**src/rtl/handshake_sync_pkg.sv**
```systemverilog
// Shared constants and state encoding for the toggle-handshake receive synchroniser.
package handshake_sync_pkg;

  localparam int ACK_LATE  = 0;
  localparam int ACK_EARLY = 1;

  typedef enum logic {
    IDLE = 1'b0,
    FULL = 1'b1
  } state_t;

endpackage

```
**src/rtl/sync_stages.sv**
```systemverilog
// N-flop single-bit synchroniser for a signal arriving from a foreign clock domain.
module sync_stages #(
  parameter int STAGES = 2
) (
  input  logic clk,
  input  logic rst_n,
  input  logic d,
  output logic q
);

  logic [STAGES-1:0] ff;

  always_ff @(posedge clk or negedge rst_n) begin
    if (!rst_n) ff <= '0;
    else        ff <= {ff[STAGES-2:0], d};
  end

  assign q = ff[STAGES-1];

endmodule

```
**src/rtl/handshake_sync_rx.sv**
```systemverilog
// Multi-channel receive-side toggle-handshake synchroniser with valid/ready output.
// state | meaning:  IDLE | no entry held;  FULL | o_data valid, waiting for consumer
module handshake_sync_rx
  import handshake_sync_pkg::*;
#(
  parameter int WIDTH       = 8,
  parameter int CHANNELS    = 2,
  parameter int SYNC_STAGES = 2,
  parameter int ACK_MODE    = 0
) (
  input  logic                      i_clk,
  input  logic                      i_rst_n,
  input  logic [CHANNELS-1:0]       i_req_tgl,
  input  logic [CHANNELS*WIDTH-1:0] i_data,
  output logic [CHANNELS-1:0]       o_ack_tgl,
  output logic [CHANNELS-1:0]       o_valid,
  input  logic [CHANNELS-1:0]       i_ready,
  output logic [CHANNELS*WIDTH-1:0] o_data,
  output logic [CHANNELS-1:0]       o_busy
);

  for (genvar c = 0; c < CHANNELS; c++) begin : g_ch
    logic             req_s;
    logic             ack_q;
    logic             pending;
    logic             capture;
    logic             ack_flip;
    logic [WIDTH-1:0] data_q;
    state_t           state;
    state_t           state_nxt;

    sync_stages #(.STAGES(SYNC_STAGES)) u_sync (
      .clk   (i_clk),
      .rst_n (i_rst_n),
      .d     (i_req_tgl[c]),
      .q     (req_s)
    );

    assign pending = req_s ^ ack_q;

    always_comb begin
      state_nxt = state;
      capture   = 1'b0;
      ack_flip  = 1'b0;
      case (state)
        IDLE: begin
          if (pending) begin
            capture   = 1'b1;
            state_nxt = FULL;
            ack_flip  = (ACK_MODE == ACK_EARLY);
          end
        end
        FULL: begin
          if (i_ready[c]) begin
            if (ACK_MODE == ACK_EARLY) begin
              // In early mode pending here means the next word is already announced
              if (pending) begin
                capture  = 1'b1;
                ack_flip = 1'b1;
              end else begin
                state_nxt = IDLE;
              end
            end else begin
              ack_flip  = 1'b1;
              state_nxt = IDLE;
            end
          end
        end
        default: state_nxt = IDLE;
      endcase
    end

    always_ff @(posedge i_clk or negedge i_rst_n) begin
      if (!i_rst_n) begin
        state  <= IDLE;
        ack_q  <= 1'b0;
        data_q <= '0;
      end else begin
        state <= state_nxt;
        ack_q <= ack_q ^ ack_flip;
        if (capture) data_q <= i_data[c*WIDTH +: WIDTH];
      end
    end

    assign o_ack_tgl[c]               = ack_q;
    assign o_valid[c]                 = (state == FULL);
    assign o_data[c*WIDTH +: WIDTH]   = data_q;
    assign o_busy[c]                  = pending | (state == FULL);
  end

endmodule
```
**config.mk**
```make
export PLATFORM = sky130hd
export DESIGN_NAME = handshake_sync_rx
export DESIGN_NICKNAME = d
export VERILOG_FILES = /design/src/rtl/handshake_sync_pkg.sv /design/src/rtl/sync_stages.sv /design/src/rtl/handshake_sync_rx.sv
export SDC_FILE = /design/constraint.sdc
export NUM_CORES = 1
export LEC_CHECK = 0
export CAP_MARGIN = 5
export CELL_PAD_IN_SITES_DETAIL_PLACEMENT = 0
export CELL_PAD_IN_SITES_GLOBAL_PLACEMENT = 1
export CORE_UTILIZATION = 31
export DETAILED_ROUTE_END_ITERATION = 6
export PLACE_DENSITY_LB_ADDON = 0.1
export SYNTH_ARGS = -nofsm -noshare
export SYNTH_HDL_FRONTEND = slang
export SYNTH_SLANG_ARGS = --single-unit
```
**constraint.sdc**
```tcl
create_clock -name i_clk -period 1.7 [get_ports i_clk]
set_input_delay 0.51 -clock i_clk [delete_from_list [all_inputs] [get_ports i_clk]]
set_output_delay 0.51 -clock i_clk [all_outputs]
set_load 0.02 [all_outputs]
```
==> flow_metrics.py, run 1 <==
metrics = {
    "run_status": {
        "status": "finished, violations left",
        "violations": "design-rule violations",
    },
    "grt": {
        "initial_antenna_violation_count": 0,
        "grt.total_usage": 0.108,
        "use_met2": 0.161,
        "first_global_vias": 625,
        "m1_gr_usage": 0.140,
        "groute.layer.met3.usage": 0.0499,
        "grt_overflow": 0,
        "grt_first_pass_wirelength_mm": 2.67,
        "routing_layer_with_the_top_usage_in_global_route": "met2",
        "grt_start_max_net_pins": 25,
    },
    "logic_synthesis": {
        "synth-xor-area-share": 0.0524,
        "synth-simple-area-share": 0.0668,
        "synth_warn": 0,
        "yosys_register_bits": 24,
        "synth-compound-area-share": 0,
        "mean_instance_size_in_the_synthesized_netlist_um2": 17.0,
        "synth_top_family_by_area": "multiplexers",
        "ys_seq_area_frac": 0.629,
        "synth_area_um2": 955,
        "postSynthNetCount": 78,
        "netlist_instances": 56,
        "synth_cell_type_count": 11,
        "synth_adder_area_share": 0,
        "multiplexer_area_fraction_after_synthesis": 0.220,
    },
    "layout": {
        "final_non_filler_cell_area_um2": 1440,
        "final_net_count": 130,
        "antenna_diode_instance_count": 0,
        "area_delta_synth_final_pct": 50.9,
        "layout.core_utilization": 0.509,
        "final.fill_count": 274,
        "final_layout_size_suffix_gt1_frac": 0.330,
    },
    "worst_hold_path": {
        "worst_hold_path_type": "reg -> reg",
    },
    "routing": {
        "detail_route.iter0.violations": 7,
        "postRouteWirelength_mm": 1.54,
        "number_of_drc_violations_after_detailed_routing": 2,
        "postRouteAntennaNets": 0,
        "num_vias": 583,
        "drt-pass1-iter-count": 5,
        "detail_route.wl_per_cell_um": 11.2,
        "post_drt_via_cell_ratio": 4.26,
    },
    "floorplanning": {
        "fp.dieH_um": 57.5,
        "die_area_um2": 3310,
        "fp.dieW_um": 57.5,
        "fp.coreArea_um2": 2830,
        "io_pins": 44,
        "placement_rows": 19,
        "effective_utilization_at_floorplan": 0.337,
    },
    "pwr": {
        "power.share.switching": 0.369,
        "internal_power_w": 0.00172,
        "vdd_drop_max_mv": 0.628,
        "netSwitchingPower_w": 0.00101,
        "powerDensity_nw_per_um2": 1890,
        "power.share.combinational": 0.562,
        "clockPowerShare": 0.085,
        "p_leak_nw": 0.666,
        "share_seq_of_total_power": 0.352,
    },
    "worst_setup_path": {
        "ff2ff_setup_slack_ns": 0.33,
        "critPathLaunch": "g_ch[0].u_sync.ff[1]",
        "critPathArrivalTime_ns": 1.11,
        "endpoint_kind": "primary output",
        "crit_path_start_kind": "flop",
        "setup.worst_path.end": "o_busy[0]",
        "cp.required_ns": 1.19,
        "r2r-end": "g_ch[1].data_q[4]",
        "path_max_fanout": 2,
        "worst_r2r_path_depth": 4,
        "critical_path.reg2reg.startpoint": "g_ch[1].ack_q",
        "timing.setup.critical_path_class": "reg -> out",
    },
    "timing": {
        "setup_violations": 0,
        "grt_setup_unrepaired": "yes",
        "timing.max_slew.rel_slack": 0.804,
        "fin_skew_ns": 0.00901,
        "period_needed_ns": 1.62,
        "slew_viol_final": 0,
        "timing_hold_violations_final": 0,
        "worst_hold_slack_ns": 0.364,
        "timing.final.ws_setup_ns": 0.0799,
        "period_share": 0.953,
        "tightestPinTransition_ns": 0.294,
        "max_freq_mhz": 617,
    },
    "flow_run": {
        "maxCapViolations": 0,
    },
    "cts": {
        "postCtsHoldBufs": 0,
        "cts_num_sinks": 24,
        "max-clock-path-buffers": 2,
        "tritoncts.num_buffers": 3,
        "tritoncts": "yes",
        "clockRootBuffer": "sky130_fd_sc_hd__clkbuf_4",
        "cts.clk_slew.worst_paths_ns": 0.11,
        "insertion_delay_ns": 0.30,
        "clock_tree.htree_level_count": 1,
    },
    "placed_design": {
        "gp_congestion": 0.648,
        "placedInstanceArea_um2": 1450,
        "total_half_perimeter_wirelength_after_legalization_and_detailed_placement_mm": 1.14,
        "port-buffer-count": 43,
        "place_ws_ns": -0.0247,
    },
}
[power by group through the flow]
| stage | combinational, W | clock, W | sequential (W) |
|---|---|---|---|
| 3_5_place_dp | 0.00173 | 0 | 0.000980 |
| 6_report | 0.00153 | 0.000232 | 0.000961 |
| 3_3_place_gp | 0.00172 | 0 | 0.000976 |
| 2_1_floorplan | 0.000746 | 0 | 0.00125 |
| 5_1_grt | 0.00164 | 0.000275 | 0.00100 |
| 4_1_cts | 0.00154 | 0.000249 | 0.000967 |
[metrics by stage]
stage               setup TNS, ns  power (W)  cells
floorplan                       0    0.00199     56
global placement          -0.0185    0.00269    133
detailed placement        -0.0438    0.00271    133
CTS                             0    0.00275    136
global route              -0.0202    0.00291    137
finish                          0    0.00273    137
[cells in the mapped netlist]
cell	instances	area share
sky130_fd_sc_hd__and2_1	2	0.013
sky130_fd_sc_hd__nor2_4	1	0.012
sky130_fd_sc_hd__nand2b_1	2	0.013
sky130_fd_sc_hd__xnor2_1	2	0.018
sky130_fd_sc_hd__mux2_4	8	0.13
sky130_fd_sc_hd__xnor2_2	2	0.034
sky130_fd_sc_hd__buf_4	4	0.031
sky130_fd_sc_hd__nor2_8	1	0.021
sky130_fd_sc_hd__dfrtp_1	24	0.63
sky130_fd_sc_hd__nand2_1	2	0.0079
sky130_fd_sc_hd__mux2_2	8	0.094
[metal layers]
layer	routed length (um)	vias to the layer above	share of wire
met3	127	2	0.083
met2	697	22	0.45
met1	690	278	0.45
li1	-	281	-
met4	19	0	0.012
met5	0	-	0
[flip-flops by register name (all words and copies together), names as in the netlist]
name            count
g_ch.ack_q          2
g_ch.data_q        16
g_ch.u_sync.ff      4
g_ch.state          2
[worst min-delay path by stage]
| stage | start | to | cells after the start |
|---|---|---|---|
| 2_1_floorplan | i_rst_n | g_ch[0].ack_q | 0 |
| 3_3_place_gp | g_ch[0].u_sync.ff[0] | g_ch[0].u_sync.ff[1] | 0 |
| 3_5_place_dp | g_ch[0].u_sync.ff[0] | g_ch[0].u_sync.ff[1] | 0 |
| 4_1_cts | g_ch[0].u_sync.ff[0] | g_ch[0].u_sync.ff[1] | 0 |
| 5_1_grt | g_ch[1].u_sync.ff[0] | g_ch[1].u_sync.ff[1] | 0 |
| 6_report | g_ch[0].u_sync.ff[0] | g_ch[0].u_sync.ff[1] | 0 |
[kinds of logic (layout without fill, tap and decap cells)]
group	count (synthesis)	in the layout
XOR/XNOR	4	4
buffers and inverters	4	54
flip-flops	24	24
multiplexers	16	16
AND/OR/NAND/NOR	8	8
[timing repair]
action                                  CTS  global route
pin swaps                                 0             1
endpoints found under the setup margin   22             3
buffers inserted                          0             1
gates cloned                              0             0
gates resized for setup                  30             4
[final cells by class]
class	instances	area, um^2	share of cell area
Timing Repair Buffer	51	454	0.315
Clock buffer	3	22.5	0.0156
Multi-Input combinational cell	28	324	0.225
Tap cell	31	38.8	0.0269
Sequential cell	24	601	0.417
[critical path, cell delays in order (launching register included)]
cell and delay (ns):
sky130_fd_sc_hd__dfrtp_1 0.41, sky130_fd_sc_hd__xnor2_2 0.17, sky130_fd_sc_hd__nand2b_1 0.10, sky130_fd_sc_hd__buf_6 0.14
[layout by cell type, fill, tap and decap left out]
master,netlist,layout
sky130_fd_sc_hd__dfrtp_1,24,24
sky130_fd_sc_hd__xnor2_2,2,2
sky130_fd_sc_hd__clkbuf_2,0,2
sky130_fd_sc_hd__clkbuf_4,0,3
sky130_fd_sc_hd__dlygate4sd2_1,0,18
sky130_fd_sc_hd__clkdlybuf4s50_1,0,21
sky130_fd_sc_hd__buf_2,0,1
sky130_fd_sc_hd__nand2_1,2,2
sky130_fd_sc_hd__buf_6,0,1
sky130_fd_sc_hd__buf_4,4,8
sky130_fd_sc_hd__nor2_4,1,1
sky130_fd_sc_hd__nand2b_1,2,2
sky130_fd_sc_hd__xnor2_1,2,2
sky130_fd_sc_hd__mux2_4,8,8
sky130_fd_sc_hd__nor2_8,1,1
sky130_fd_sc_hd__and2_1,2,2
sky130_fd_sc_hd__mux2_2,8,8
(Power assumes the default switching activity.)
==> inputs of run 2 (changes only) <==
--- a/config.mk
+++ b/config.mk
@@ -10,7 +10,9 @@
 export CELL_PAD_IN_SITES_GLOBAL_PLACEMENT = 1
 export CORE_UTILIZATION = 31
 export DETAILED_ROUTE_END_ITERATION = 6
+export MAX_ROUTING_LAYER = met4
 export PLACE_DENSITY_LB_ADDON = 0.1
+export SLEW_MARGIN = 20
 export SYNTH_ARGS = -nofsm -noshare
 export SYNTH_HDL_FRONTEND = slang
 export SYNTH_SLANG_ARGS = --single-unit
==> flow_metrics.py, run 2 (synthesis results as in run 1) <==
metrics = {
    "timing": {
        "timing.final.ws_setup_ns": 0.0807,
        "timing.max_slew.rel_slack": 0.804,
        "timing_hold_violations_final": 0,
        "setup_violations": 0,
        "fin_skew_ns": 0.00888,
        "max_freq_mhz": 618,
        "tightestPinTransition_ns": 0.294,
        "period_needed_ns": 1.62,
        "slew_viol_final": 0,
        "worst_hold_slack_ns": 0.363,
        "grt_setup_unrepaired": "yes",
        "period_share": 0.953,
        "fin_setup_tns_ns": 0,
    },
    "floorplanning": {
        "effective_utilization_at_floorplan": 0.337,
        "fp.coreArea_um2": 2830,
        "io_pins": 44,
        "placement_rows": 19,
        "fp.dieH_um": 57.5,
        "die_area_um2": 3310,
        "fp.dieW_um": 57.5,
    },
    "layout": {
        "final_non_filler_cell_area_um2": 1440,
        "max_flop_register": "g_ch.data_q",
        "area_delta_synth_final_pct": 50.9,
        "layout_commonest_cell": "sky130_fd_sc_hd__dfrtp_1",
        "final_net_count": 130,
        "largest_register_ff_count": 16,
        "final_layout_size_suffix_gt1_frac": 0.330,
        "antenna_diode_instance_count": 0,
        "top_regs": "g_ch.data_q (16), g_ch.u_sync.ff (4)",
        "most-common-layout-cells": "sky130_fd_sc_hd__dfrtp_1 (24), sky130_fd_sc_hd__clkdlybuf4s50_1 (21), sky130_fd_sc_hd__dlygate4sd2_1 (18)",
    },
    "worst_hold_path": {
        "min_to": "g_ch[0].u_sync.ff[1]",
        "source_of_the_worst_hold_timing_path": "g_ch[0].u_sync.ff[0]",
        "hold-path-cell-count": 0,
        "worst_hold_path_type": "reg -> reg",
    },
    "pwr": {
        "powerDensity_nw_per_um2": 1890,
        "p_leak_nw": 0.666,
        "totalPowerFinal_w": 0.00273,
        "vdd_drop_max_mv": 0.628,
    },
    "cts": {
        "cts_num_sinks": 24,
        "tritoncts.num_buffers": 3,
        "tritoncts": "yes",
        "max-clock-path-buffers": 2,
        "clockRootBuffer": "sky130_fd_sc_hd__clkbuf_4",
        "cts.clk_slew.worst_paths_ns": 0.11,
        "insertion_delay_ns": 0.30,
        "clock_tree.htree_level_count": 1,
    },
    "routing": {
        "drt-pass1-iter-count": 5,
        "postRouteWirelength_mm": 1.53,
        "detail_route.iter0.violations": 7,
        "detail_route.wl_per_cell_um": 11.2,
        "number_of_drc_violations_after_detailed_routing": 2,
        "post_drt_via_cell_ratio": 4.25,
        "num_vias": 582,
        "postRouteAntennaNets": 0,
    },
    "placed_design": {
        "placedInstanceArea_um2": 1450,
        "port-buffer-count": 43,
        "gp_congestion": 0.654,
        "place_ws_ns": -0.0247,
        "total_half_perimeter_wirelength_after_legalization_and_detailed_placement_mm": 1.14,
    },
    "grt": {
        "grt_first_pass_wirelength_mm": 2.67,
        "first_global_vias": 624,
        "grt_start_max_net_pins": 25,
        "grt.total_usage": 0.111,
        "initial_antenna_violation_count": 0,
        "grt_overflow": 0,
    },
    "worst_setup_path": {
        "endpoint_kind": "primary output",
        "r2r-end": "g_ch[1].data_q[4]",
        "timing.critical_path.cells": "xnor2_2 > nand2b_1 > buf_6",
        "critical_path.reg2reg.startpoint": "g_ch[1].ack_q",
        "critPathArrivalTime_ns": 1.11,
        "timing.setup.critical_path_class": "reg -> out",
        "critical-path-slowest-cell": "sky130_fd_sc_hd__dfrtp_1",
        "worst_r2r_path_depth": 4,
        "ff2ff_setup_slack_ns": 0.33,
        "crit_path_start_kind": "flop",
        "cp.required_ns": 1.19,
        "path_max_fanout": 2,
        "critical_path.max_stage_delay_ns": 0.41,
    },
    "flow_run": {
        "maxCapViolations": 0,
    },
    "run_status": {
        "violations": "design-rule violations",
        "status": "finished, violations left",
    },
}
## run 2: cell counts in the layout (fill, tap and decap cells not counted)
No cell type changed its count.
## run 2: worst max-delay path by stage
stage,from,endpoint
3_3_place_gp,g_ch[0].ack_q,o_busy[0]
6_report,g_ch[0].u_sync.ff[1],o_busy[0]
4_1_cts,g_ch[1].ack_q,o_ack_tgl[1]
5_1_grt,g_ch[0].u_sync.ff[1],o_busy[0]
3_5_place_dp,g_ch[0].ack_q,o_busy[0]
2_1_floorplan,g_ch[0].ack_q,o_busy[0]
## run 2: routing by layer
metal  vias to the layer above  part of all wire  track usage
met4                         0             0.012       0.0314
met5                         -                 0            -
met1                       278              0.46        0.141
met2                        20              0.46        0.161
li1                        282                 -            -
met3                         2             0.071       0.0476
## run 2: through the flow
stage	cells	util
floorplan	56	-
global placement	133	0.511
detailed placement	133	0.511
CTS	136	0.508
global route	137	0.509
finish	137	0.509
## run 2: repair_timing
| item | in CTS | in global routing |
|---|---|---|
| hold buffers | 0 | 0 |
| setup endpoints to repair | 22 | 3 |
| pin swaps | 0 | 1 |
| resized for setup | 30 | 4 |
| setup buffers | 0 | 1 |
## run 2: cell type report
cell class / count / area, um^2
fill: 274 / 1390
tap: 31 / 38.8
timing repair buffer: 51 / 454
sequential: 24 / 601
clock buffer: 3 / 22.5
multi-input combinational: 28 / 324
## run 2: critical path: cells and delay by family, from the launching register on
family	cells	cell delay, ns
xor gates and xnor gates	1	0.17
buffers and inverters	1	0.14
DFF	1	0.41
and+or+nand+nor	1	0.10
## run 2: report_power, final
part	switching, W	internal [W]
sequential	0.000137	0.000824
clock	0.000150	0.0000825
combinational	0.000719	0.000815
